==> src/rtl/riscv_biu_demux_pkg.sv <==
// Shared BIU definitions: burst encodings, demux FSM states, burst-length helper.
// Used by the BIU demux and the port mux so both agree on beat counts.
package riscv_biu_demux_pkg;

  localparam logic [2:0] SINGLE = 3'b000;
  localparam logic [2:0] INCR   = 3'b001;
  localparam logic [2:0] WRAP4  = 3'b010;
  localparam logic [2:0] INCR4  = 3'b011;
  localparam logic [2:0] WRAP8  = 3'b100;
  localparam logic [2:0] INCR8  = 3'b101;
  localparam logic [2:0] WRAP16 = 3'b110;
  localparam logic [2:0] INCR16 = 3'b111;

  typedef enum logic [1:0] {
    ST_IDLE = 2'd0,
    ST_BUSY = 2'd1,
    ST_ERR  = 2'd2
  } biu_state_t;

  // Returns beats-1 for a burst type; undefined-length INCR is treated as one beat.
  function automatic logic [3:0] biu_burst_count(input logic [2:0] btype);
    case (btype)
      WRAP4, INCR4:   return 4'd3;
      WRAP8, INCR8:   return 4'd7;
      WRAP16, INCR16: return 4'd15;
      default:        return 4'd0;
    endcase
  endfunction

endpackage

==> src/rtl/riscv_biu_addr_decode.sv <==
// Combinational region decode: per-target hit vector and lowest-index hit.
// Zero latency; no flow control.
module riscv_biu_addr_decode #(
  parameter int                       PLEN     = 64,
  parameter int                       TARGETS  = 2,
  parameter logic [TARGETS*PLEN-1:0]  TGT_BASE = '0,
  parameter logic [TARGETS*PLEN-1:0]  TGT_MASK = '0,
  localparam int                      TW       = (TARGETS > 1) ? $clog2(TARGETS) : 1
) (
  input  logic [PLEN-1:0]    i_adr,
  output logic [TARGETS-1:0] o_hit,
  output logic [TW-1:0]      o_dec_tgt
);

  logic [TARGETS-1:0] w_hit;

  always_comb begin
    w_hit = '0;
    for (int t = 0; t < TARGETS; t++) begin
      w_hit[t] = ((i_adr & TGT_MASK[t*PLEN +: PLEN]) == TGT_BASE[t*PLEN +: PLEN]);
    end
  end

  // Scan from the top down so the lowest hitting index is the one left standing.
  always_comb begin
    o_dec_tgt = '0;
    for (int t = TARGETS - 1; t >= 0; t--) begin
      if (w_hit[t]) o_dec_tgt = TW'(t);
    end
  end

  assign o_hit = w_hit;

endmodule

==> src/rtl/riscv_biu_demux.sv <==
// Routes one upstream BIU port to TARGETS downstream BIUs by address region, one transfer/burst at a time.
// Request/req-ack pass through combinationally in IDLE; unmapped requests get a one-cycle error; 1-cycle bubble after a burst.
module riscv_biu_demux
  import riscv_biu_demux_pkg::*;
#(
  parameter int                      XLEN     = 64,
  parameter int                      PLEN     = 64,
  parameter int                      TARGETS  = 2,
  parameter logic [TARGETS*PLEN-1:0] TGT_BASE = '0,
  parameter logic [TARGETS*PLEN-1:0] TGT_MASK = '0
) (
  input  logic                      clk_i,
  input  logic                      rst_ni,

  input  logic                      biu_req_i,
  input  logic                      biu_lock_i,
  input  logic                      biu_we_i,
  input  logic [PLEN-1:0]           biu_adri_i,
  input  logic [2:0]                biu_size_i,
  input  logic [2:0]                biu_type_i,
  input  logic [2:0]                biu_prot_i,
  input  logic [XLEN-1:0]           biu_d_i,
  output logic                      biu_req_ack_o,
  output logic                      biu_d_ack_o,
  output logic                      biu_ack_o,
  output logic                      biu_err_o,
  output logic [PLEN-1:0]           biu_adro_o,
  output logic [XLEN-1:0]           biu_q_o,

  output logic [TARGETS-1:0]        tgt_req_o,
  input  logic [TARGETS-1:0]        tgt_req_ack_i,
  input  logic [TARGETS-1:0]        tgt_d_ack_i,
  input  logic [TARGETS-1:0]        tgt_ack_i,
  input  logic [TARGETS-1:0]        tgt_err_i,
  output logic [PLEN-1:0]           tgt_adri_o,
  output logic [2:0]                tgt_size_o,
  output logic [2:0]                tgt_type_o,
  output logic [2:0]                tgt_prot_o,
  output logic                      tgt_lock_o,
  output logic                      tgt_we_o,
  output logic [XLEN-1:0]           tgt_d_o,
  input  logic [TARGETS*PLEN-1:0]   tgt_adro_i,
  input  logic [TARGETS*XLEN-1:0]   tgt_q_i
);

  localparam int TW = (TARGETS > 1) ? $clog2(TARGETS) : 1;

  biu_state_t         r_state;
  logic [TW-1:0]      r_active_tgt;
  logic [3:0]         r_burst_cnt;

  logic [TARGETS-1:0] w_hit;
  logic [TW-1:0]      w_dec_tgt;
  logic               w_mapped;
  logic               w_accept;
  logic               w_unmapped_req;
  logic               w_act_ack;
  logic               w_act_err;
  logic [XLEN-1:0]    w_q    [TARGETS];
  logic [PLEN-1:0]    w_adro [TARGETS];

  riscv_biu_addr_decode #(
    .PLEN     (PLEN),
    .TARGETS  (TARGETS),
    .TGT_BASE (TGT_BASE),
    .TGT_MASK (TGT_MASK)
  ) u_addr_decode (
    .i_adr     (biu_adri_i),
    .o_hit     (w_hit),
    .o_dec_tgt (w_dec_tgt)
  );

  assign tgt_adri_o = biu_adri_i;
  assign tgt_size_o = biu_size_i;
  assign tgt_type_o = biu_type_i;
  assign tgt_prot_o = biu_prot_i;
  assign tgt_lock_o = biu_lock_i;
  assign tgt_we_o   = biu_we_i;
  assign tgt_d_o    = biu_d_i;

  always_comb begin
    for (int t = 0; t < TARGETS; t++) begin
      w_q[t]    = tgt_q_i[t*XLEN +: XLEN];
      w_adro[t] = tgt_adro_i[t*PLEN +: PLEN];
    end
  end

  assign w_mapped       = |w_hit;
  assign w_accept       = biu_req_i & w_mapped & tgt_req_ack_i[w_dec_tgt];
  assign w_unmapped_req = biu_req_i & ~w_mapped;
  assign w_act_ack      = tgt_ack_i[r_active_tgt];
  assign w_act_err      = tgt_err_i[r_active_tgt];

  always_comb begin
    tgt_req_o     = '0;
    biu_req_ack_o = 1'b0;
    biu_d_ack_o   = 1'b0;
    biu_ack_o     = 1'b0;
    biu_err_o     = 1'b0;
    biu_q_o       = w_q[r_active_tgt];
    biu_adro_o    = w_adro[r_active_tgt];
    case (r_state)
      ST_IDLE: begin
        if (w_mapped) begin
          tgt_req_o[w_dec_tgt] = biu_req_i;
          biu_req_ack_o        = tgt_req_ack_i[w_dec_tgt];
          biu_d_ack_o          = tgt_d_ack_i[w_dec_tgt];
        end else begin
          biu_req_ack_o = biu_req_i;
        end
      end
      ST_BUSY: begin
        // An error from the active target overrides a coincident ack.
        biu_ack_o   = w_act_ack & ~w_act_err;
        biu_err_o   = w_act_err;
        biu_d_ack_o = tgt_d_ack_i[r_active_tgt];
      end
      ST_ERR: begin
        biu_err_o = 1'b1;
        biu_q_o   = '0;
      end
      default: ;
    endcase
    if (!rst_ni) begin
      tgt_req_o     = '0;
      biu_req_ack_o = 1'b0;
      biu_d_ack_o   = 1'b0;
      biu_ack_o     = 1'b0;
      biu_err_o     = 1'b0;
      biu_q_o       = '0;
      biu_adro_o    = '0;
    end
  end

  always_ff @(posedge clk_i or negedge rst_ni) begin
    if (!rst_ni) begin
      r_state      <= ST_IDLE;
      r_active_tgt <= '0;
      r_burst_cnt  <= '0;
    end else begin
      case (r_state)
        ST_IDLE: begin
          if (w_accept) begin
            r_active_tgt <= w_dec_tgt;
            r_burst_cnt  <= biu_burst_count(biu_type_i);
            r_state      <= ST_BUSY;
          end else if (w_unmapped_req) begin
            r_state <= ST_ERR;
          end
        end
        ST_BUSY: begin
          if (w_act_err) begin
            r_burst_cnt <= '0;
            r_state     <= ST_IDLE;
          end else if (w_act_ack) begin
            if (r_burst_cnt == 4'd0) begin
              r_state <= ST_IDLE;
            end else begin
              r_burst_cnt <= r_burst_cnt - 4'd1;
            end
          end
        end
        ST_ERR:  r_state <= ST_IDLE;
        default: r_state <= ST_IDLE;
      endcase
    end
  end

endmodule

==> config.mk <==
export PLATFORM = sky130hd
export DESIGN_NAME = riscv_biu_demux
export DESIGN_NICKNAME = d
export VERILOG_FILES = /design/src/rtl/riscv_biu_demux_pkg.sv /design/src/rtl/riscv_biu_addr_decode.sv /design/src/rtl/riscv_biu_demux.sv
export SDC_FILE = /design/constraint.sdc
export NUM_CORES = 1
export LEC_CHECK = 0
export CAP_MARGIN = 20
export CORE_AREA = 2 2 263 265
export DETAILED_ROUTE_END_ITERATION = 12
export DIE_AREA = 0 0 265 267
export HOLD_SLACK_MARGIN = 0.08
export MAX_ROUTING_LAYER = met4
export SYNTH_ARGS = -nofsm -noshare
export SYNTH_HDL_FRONTEND = slang
export SYNTH_SLANG_ARGS = --single-unit
export TNS_END_PERCENT = 1
==> constraint.sdc <==
create_clock -name clk_i -period 3.25 [get_ports clk_i]
set_input_delay 0.325 -clock clk_i [delete_from_list [all_inputs] [get_ports clk_i]]
set_output_delay 0.325 -clock clk_i [all_outputs]
set_load 0.05 [all_outputs]
Word-level counts from Yosys, hierarchy flattened
Cells that the tools add are included.
- add/subtract/negate cells: 1
- mux-type cells: 24
- reductions and logical operators: 9
- multiply operators: 0
- shifts and indexed selects: 0
- divide/modulo/power cells: 0
- order comparisons: 0
- equality and inequality tests: 12
- bitwise logic cells: 3
- operators by type and width (cell ; number):
    two-way mux 64 bit ; 3
    two-way mux 4 bit ; 4
    == test 3 bit (second input constant) ; 4
    case mux 4 bit (3 select lines) ; 1
    two-way mux 2 bit ; 5
    inequality test 3 bit (second input constant) ; 3
    two-way mux 1 bit ; 8
    case mux 4 bit (2 select lines) ; 1
    OR reduction 2 bit ; 4
    == test 3 x 2 -> 1 bit (second input constant) ; 2
    zero test 4 bit ; 1
    case mux 2 bit (2 select lines) ; 1
    AND reduction 4 bit ; 1
    subtractor 4 x 1 -> 4 bit (second input constant) ; 1
    AND reduction 3 bit ; 1
    bitwise AND 1 bit ; 2
    == test 2 x 1 -> 1 bit (second input constant) ; 1
    == test 2 bit (second input constant) ; 1
    zero test 2 bit ; 1
    inequality test 2 bit (second input constant) ; 1
    case mux 1 bit (2 select lines) ; 1
    nonzero test 2 bit ; 1
    NOT 1 bit ; 1
- bits in latches: 0
- flip-flop bits (word level): 6
- input bits: 406
- RAM bits: 0
- logic and storage cells: 51
- output and inout port bits: 273
- memories: 0
- bits in read-only memories: 0

Longest topological paths before layout
Gate-level depths: netlist of the first run.
- word-level depth: 5
- mapped depth: 5
- mapped depth without buffers: 5

Cells and area by module
From an unflattened synthesis of the first run, not the netlist that was laid out.
- cell total of the unflattened synthesis: 502
- area total of the unflattened synthesis: 3784.9 um^2
- modules (own cells, without submodules) (module ; sequential area each (um^2) ; cells an instance ; times used ; area an instance (um^2)):
    riscv_biu_demux ; 175.2 ; 497 ; 1 ; 3754.9
    riscv_biu_addr_decode ; 0.0 ; 5 ; 1 ; 30.0

Worst setup path before layout of the first run
No wires, ideal clock.
- path type: in2out
- start: input port rst_ni
- end: output port biu_adro_o[0]
- path buffers: 2
- stages: 3
- data required time: 2925 ps
- path slack: 1718 ps
- arrival: 1207 ps
- path through: clkbuf_1 -> clkbuf_1 -> and2_1
- word-level cells in the longest chain between the ends: 1
- ends and longest elaborated chain (element ; line ; RTL):
    from (decl) ; riscv_biu_demux.sv:13 ; input logic rst_ni,
    two-way mux 64 bit ; riscv_biu_demux.sv:124 ; if (!rst_ni) begin
    to (decl) ; riscv_biu_demux.sv:27 ; output logic [PLEN-1:0] biu_adro_o,
No other way between the ends.

Final worst setup path of the first run
- start: input port rst_ni
- end: output port biu_adro_o[23]
The elaborated chain is that of the path after synthesis.

==> results by group, run 1 <==
Synthesis
  • Synth area leader: buf_4
  • Share of the yosys chip area belonging to registers: 5.42%
  • Largest cells by area after synthesis: buf_4, and2_1, dfrtp_1
  • Syn Area/Cell: 7.11 um^2
  • Post-synth ARST share: 100%
  • Synthesized-area fraction occupied by adder cells: 1.08%
  • Top_reg_cell synth: dfrtp_1
  • Mapped Cells: 325
  • Post-synthesis mux area share: 0%
  • Seq cells post-synth: 5
  • Syn_nets: 733
  • Synth Area in XOR/XNOR: 0%
  • Simple-gate share of the synthesized area: 39.9%
  • Cell variety after synth: 25
  • Synth warnings: 0
  • Compound-Gate Fraction of Synth Area: 4.98%
  • Mapped Area: 2310 um^2
  • Most used standard cell by instance count after synthesis: buf_4
  • Synth top area share: 45.5%
  • Synth top cells by count: buf_4, and2_1, clkbuf_1, dfrtp_1, inv_1
  • Post-synth EDFFs: 0
  • Main combinational cell family by area after synthesis: buffers and inverters

STA
  • Post-route setup slack: 818 ps
  • Unrepaired setup endpoints after global routing: no
  • Tcrit/Tclk final: 74.8%
  • Max Slew Vio Count: 0
  • TNS Setup: 0 ps
  • Crit path time final: 2430 ps
  • Hold Vio Cnt, Final: 0
  • Hold WS: 582 ps
  • Layout Skew: 1.32 ps
  • Final setup viols: 0
  • Rel. slew slack: 50.9%
  • Peak Freq: 411 MHz
  • Tightest Pin Transition: 734 ps

Clock tree
  • CTS tree: built
  • PostCTS Resize Cnt: 0
  • Htree depth: 1
  • Root buffer cell: clkbuf_16
  • CTS buffer count: 3
  • CTS Sinks: 5
  • Later-pin clock latency in the skew report: 230 ps
  • # hold bufs at CTS: 0
  • Clock tree buffer depth: 2
  • Reg clk slew, reported paths: 30 ps
  • Postcts setup bufs: 0

Floorplanning
  • Die W: 265 um
  • Initial Utilization: 3.40%
  • Die Y: 267 um
  • # IOs: 679
  • Core Region: 68000 um^2
  • Die area: 70800 um^2
  • # rows: 96

Worst setup path
  • Worst R2R Setup Slack: 1810 ps
  • CP max stage cell: clkdlybuf4s50_1
  • Critical path buffers and inverters: 3
  • Worst Path Required: 2920 ps
  • Worst setup SP type: input pin
  • CP arrival: 2110 ps
  • Slowest stage delay, CP: 830 ps
  • Worst Setup SP: rst_ni
  • Largest fanout on the critical path: 63
  • CP top delay family: buffers and inverters
  • Critical path endpoint category: output pin
  • Worst R2R Start: r_burst_cnt[0]
  • Critical-path cell list: buf_4 > buf_4 > and2_1 > clkdlybuf4s50_1
  • CP dominant cell by count: buf_4
  • WS Path Type: input pin to output pin

Global routing
  • Total track usage: 3.50%
  • Initial antenna violation count: 4
  • Vias in the first global route: 2488
  • First-pass GRT wire length: 17.0 mm
  • Total global routing overflow: 0
  • Pin count of the biggest net entering global routing: 64

Drt
  • Starting DRT DRC Count: 46
  • Via count: 2517
  • Final antenna-violating net count: 0
  • Vias per cell: 1.88
  • Initial DRT Pass Iterations: 3
  • DRT Wirelength: 13.2 mm
  • Routed WL per cell: 9.90 um
  • Post-route DRC violation count: 0

Min path
  • HP Class: input pin to async pin

Job
  • Max Cap Viol: 0

Final layout
  • Layout cells sized above 1: 3.10%
  • Final net count: 860
  • Post-Layout Cell Count: 1338
  • Synth-to-Final Area Change: 123%

Pwr
  • LEAKAGE: 1.65 nW
  • Sw power: 0.000520 W
  • Worst VDD drop: 0.335 mV
  • Sequential Power Share: 8.5%
  • Int Pwr: 0.000603 W
  • Switching Fraction: 46.3%
  • Pwr dens: 218 nW/um^2
  • Clk pwr share: 18.1%
  • Gate power share: 73.4%

Outcome
  • Status: complete, no violations

Placed design
  • Dpl hpwl: 11.5 mm
  • Post-Place Worst Slack: 692 ps
  • Placed cells: 1329
  • Buffers on Ports: 271
  • GPL Wtd Cong: 0.749
==> worst register-to-register path, delay by kind of cell, from the launching register on <==
| kind | cells | cell delay [ps] |
|---|---|---|
| DFF | 1 | 390 |
| adders and majority gates | 1 | 160 |
| buffers and inverters | 1 | 110 |
| AOI/OAI and AO/OA | 2 | 350 |
| and+or+nand+nor | 1 | 320 |
==> path summary, 6_finish.rpt <==
check	cells past startpoint	endpoint
worst max-delay path	4	biu_adro_o[23]
min in group clk_i	2	r_burst_cnt[1]
worst min register to register	2	r_burst_cnt[1]
max in group asynchronous	2	r_burst_cnt[2]
worst max register to register	5	r_burst_cnt[1]
worst min-delay path	2	r_burst_cnt[3]
==> power groups by stage <==
stage / Clock, W / Combinational [W] / Sequential [W]
3_3_place_gp: 0 / 0.000833 / 0.0000965
6_report: 0.000203 / 0.000824 / 0.0000958
2_1_floorplan: 0 / 0.000913 / 0.0000912
3_5_place_dp: 0 / 0.000833 / 0.0000963
5_1_grt: 0.000211 / 0.000871 / 0.0000981
4_1_cts: 0.000205 / 0.000836 / 0.0000954
==> routing by layer <==
| metal | global-route usage [%] | part of all wire (%) |
|---|---|---|
| met1 | 2.39 | 25 |
| met2 | 5.51 | 43 |
| met3 | 2.25 | 19 |
| met4 | 4.26 | 13 |
| met5 | - | 0 |
==> cells in the final DEF (no fill, tap or decap), types with 2 or more instances in the layout <==
cell / count
a2bb2oi_1: 2
dfrtp_1: 5
and3b_1: 3
clkbuf_16: 3
nand2_1: 2
a21o_1: 2
nor3_1: 2
nand2b_1: 2
a21oi_1: 3
a22o_1: 3
buf_4: 7
and2_1: 129
ha_1: 2
clkdlybuf4s50_1: 268
diode_2: 5
and3_1: 2
inv_1: 4
==> sequential cells by signal, summed over array words and instances, names as in the netlist <==
register / cells
r_state: 1
r_burst_cnt: 4
==> cell type report <==
| cell class | instances | area (um^2) |
|---|---|---|
| repair buffers | 276 | 2760 |
| multi-input cells | 162 | 1070 |
| diodes | 5 | 12.5 |
| flip-flops and latches | 5 | 125 |
| fillers | 7990 | 62800 |
| inverters | 4 | 15.0 |
| clock buffers | 4 | 78.8 |
| well taps | 882 | 1100 |
==> kinds of logic after synthesis <==
group	count (synthesis)
AO/OA/AOI/OAI	14
adder cells (fa/ha/maj)	2
buffers and inverters	158
flip-flops	5
other	1
AND/OR/NAND/NOR	145
==> metrics by stage <==
stage | utilization, % | total power (W) | cell area, um^2
3_3_place_gp | 7.45 | 0.000929 | 5060
3_5_place_dp | 7.45 | 0.000929 | 5060
2_1_floorplan | - | 0.00100 | 2310
5_1_grt | 7.58 | 0.00118 | 5150
4_1_cts | 7.57 | 0.00114 | 5140
6_report | 7.58 | 0.00112 | 5160
Note: power is estimated with default switching activity, not from simulation.
==> run 2: changes to the inputs <==
--- a/config.mk
+++ b/config.mk
@@ -6,9 +6,9 @@
 export NUM_CORES = 1
 export LEC_CHECK = 0
 export CAP_MARGIN = 20
-export CORE_AREA = 2 2 263 265
+export CORE_AREA = 2 2 267 269
 export DETAILED_ROUTE_END_ITERATION = 12
-export DIE_AREA = 0 0 265 267
+export DIE_AREA = 0 0 269 271
 export HOLD_SLACK_MARGIN = 0.08
 export MAX_ROUTING_LAYER = met4
 export SYNTH_ARGS = -nofsm -noshare
==> constraint.sdc (replaced) <==
create_clock -name clk_i -period 2.2 [get_ports clk_i]
set_input_delay 0.22 -clock clk_i [delete_from_list [all_inputs] [get_ports clk_i]]
set_output_delay 0.22 -clock clk_i [all_outputs]
set_load 0.05 [all_outputs]
==> run 2 against run 1 <==
Effect of this change: non-clock buffer count fell by 2; die area is 3.0% higher; total power grew 64%; routed wire length is 6.6% lower; clock power increased by 48%; highest routed layer unchanged.
==> results by group, run 2 (synthesis results as in run 1) <==
Final layout
  • Largest register FFs: 4
  • Top Registers: r_burst_cnt (4), r_state (1)
  • Final core utilization: 8.46%
  • Synth-to-Final Area Change: 156%
  • Layout cells sized above 1: 24.3%
  • Most common cell after layout, fill and taps aside: clkdlybuf4s50_1
  • Commonest cells after routing, fill and taps aside: clkdlybuf4s50_1, and2_1, buf_12
  • Largest reg by FF count: r_burst_cnt
  • Final net count: 858

Pwr
  • Gate power share: 75.6%
  • Sequential Power Share: 8.1%
  • Clk pwr share: 16.3%
  • Switching Fraction: 44.0%
  • LEAKAGE: 2.06 nW
  • Pwr dens: 312 nW/um^2
  • Int Pwr: 0.00103 W
  • Worst VDD drop: 0.187 mV
  • Sw power: 0.000810 W

STA
  • Tcrit/Tclk final: 84.5%
  • Rel. slew slack: 59.0%
  • Layout Skew: 1.16 ps
  • Peak Freq: 538 MHz
  • Tightest Pin Transition: 615 ps
  • Final setup viols: 0
  • Hold Vio Cnt, Final: 0
  • Unrepaired setup endpoints after global routing: no
  • Crit path time final: 1860 ps
  • Max Slew Vio Count: 0
  • TNS Setup: 0 ps

Clock tree
  • Root buffer cell: clkbuf_16
  • Reg clk slew, reported paths: 30 ps
  • Clock tree buffer depth: 2
  • Later-pin clock latency in the skew report: 230 ps
  • Htree depth: 1
  • CTS tree: built
  • CTS buffer count: 3
  • Postcts setup bufs: 0
  • CTS Sinks: 5

Worst setup path
  • Largest fanout on the critical path: 58
  • Worst Path Required: 1980 ps
  • Worst R2R Start: r_state[0]
  • Worst setup SP type: input pin
  • CP arrival: 1640 ps
  • Worst Setup SP: rst_ni
  • WS Path Type: input pin to output pin
  • Critical path endpoint category: output pin

Global routing
  • First-pass GRT wire length: 16.0 mm
  • Total global routing overflow: 0
  • Pin count of the biggest net entering global routing: 78
  • Total track usage: 3.15%
  • Initial antenna violation count: 0
  • Vias in the first global route: 2529

Drt
  • Routed WL per cell: 8.89 um
  • Vias per cell: 1.77
  • Starting DRT DRC Count: 86
  • Post-route DRC violation count: 0
  • Initial DRT Pass Iterations: 4
  • DRT Wirelength: 12.4 mm
  • Via count: 2458
  • Final antenna-violating net count: 0

Outcome
  • Status: complete, no violations

Placed design
  • GPL Wtd Cong: 0.678
  • Buffers on Ports: 271
  • Dpl hpwl: 11.0 mm

Floorplanning
  • # IOs: 679
  • Die area: 72900 um^2
  • Die Y: 271 um
  • Core Region: 69800 um^2
  • # rows: 97
  • Initial Utilization: 3.31%
  • Die W: 269 um

Job
  • Max Cap Viol: 0

Min path
  • HP Class: input pin to async pin
run 2: cell type report:
type,count,area [um^2]
Fill cell,8117,63900
Timing Repair Buffer,274,3440
Inverter,4,15.0
Tap cell,940,1180
Multi-Input combinational cell,162,1070
Clock buffer,4,78.8
Antenna cell,3,7.51
Sequential cell,5,125
run 2: critical path: stages:
cell and delay, ps:
buf_4 370, and2_1 200, clkdlybuf4s50_1 800
run 2: worst paths after layout:
path | depth (start not counted) | end | slack, ps
min in group clk_i | 0 | tgt_d_o[23] | 440
worst min register to register | 2 | r_burst_cnt[3] | 580
max in group asynchronous | 2 | r_burst_cnt[0] | 1340
worst min-delay path | 2 | r_burst_cnt[3] | 280
worst max register to register | 3 | r_burst_cnt[3] | 560
worst max-delay path | 3 | biu_adro_o[34] | 340
run 2: power by group through the flow:
stage / Sequential (W) / Combinational, W / Clock (W)
CTS: 0.000148 / 0.00141 / 0.000306
detailed placement: 0.000148 / 0.00141 / 0
global placement: 0.000148 / 0.00140 / 0
global route: 0.000153 / 0.00147 / 0.000314
floorplan: 0.000135 / 0.00135 / 0
finish: 0.000149 / 0.00139 / 0.000300
run 2: layer usage:
layer	track usage [%]	vias to the layer above	wire length, um
met1	2.70	956	3780
met5	-	-	0
met2	4.80	290	5150
met3	1.21	106	1890
met4	3.92	0	1550
li1	-	1106	-
run 2: timing repair:
item	4_1_cts	5_1_grt
gates resized for setup	0	0
hold endpoints to repair	2	0
hold buffers	1	0
run 2: stage by stage:
stage / instance area (um^2) / hold WS [ps] / worst slack, ps / instances / total power [W]
2_1_floorplan: 2310 / -75.6 / 871 / 325 / 0.00148
3_3_place_gp: 5810 / 218 / 292 / 1384 / 0.00155
3_5_place_dp: 5810 / 223 / 268 / 1384 / 0.00156
4_1_cts: 5900 / 323 / 292 / 1389 / 0.00187
5_1_grt: 5900 / 370 / 230 / 1389 / 0.00194
6_report: 5900 / 277 / 340 / 1392 / 0.00184
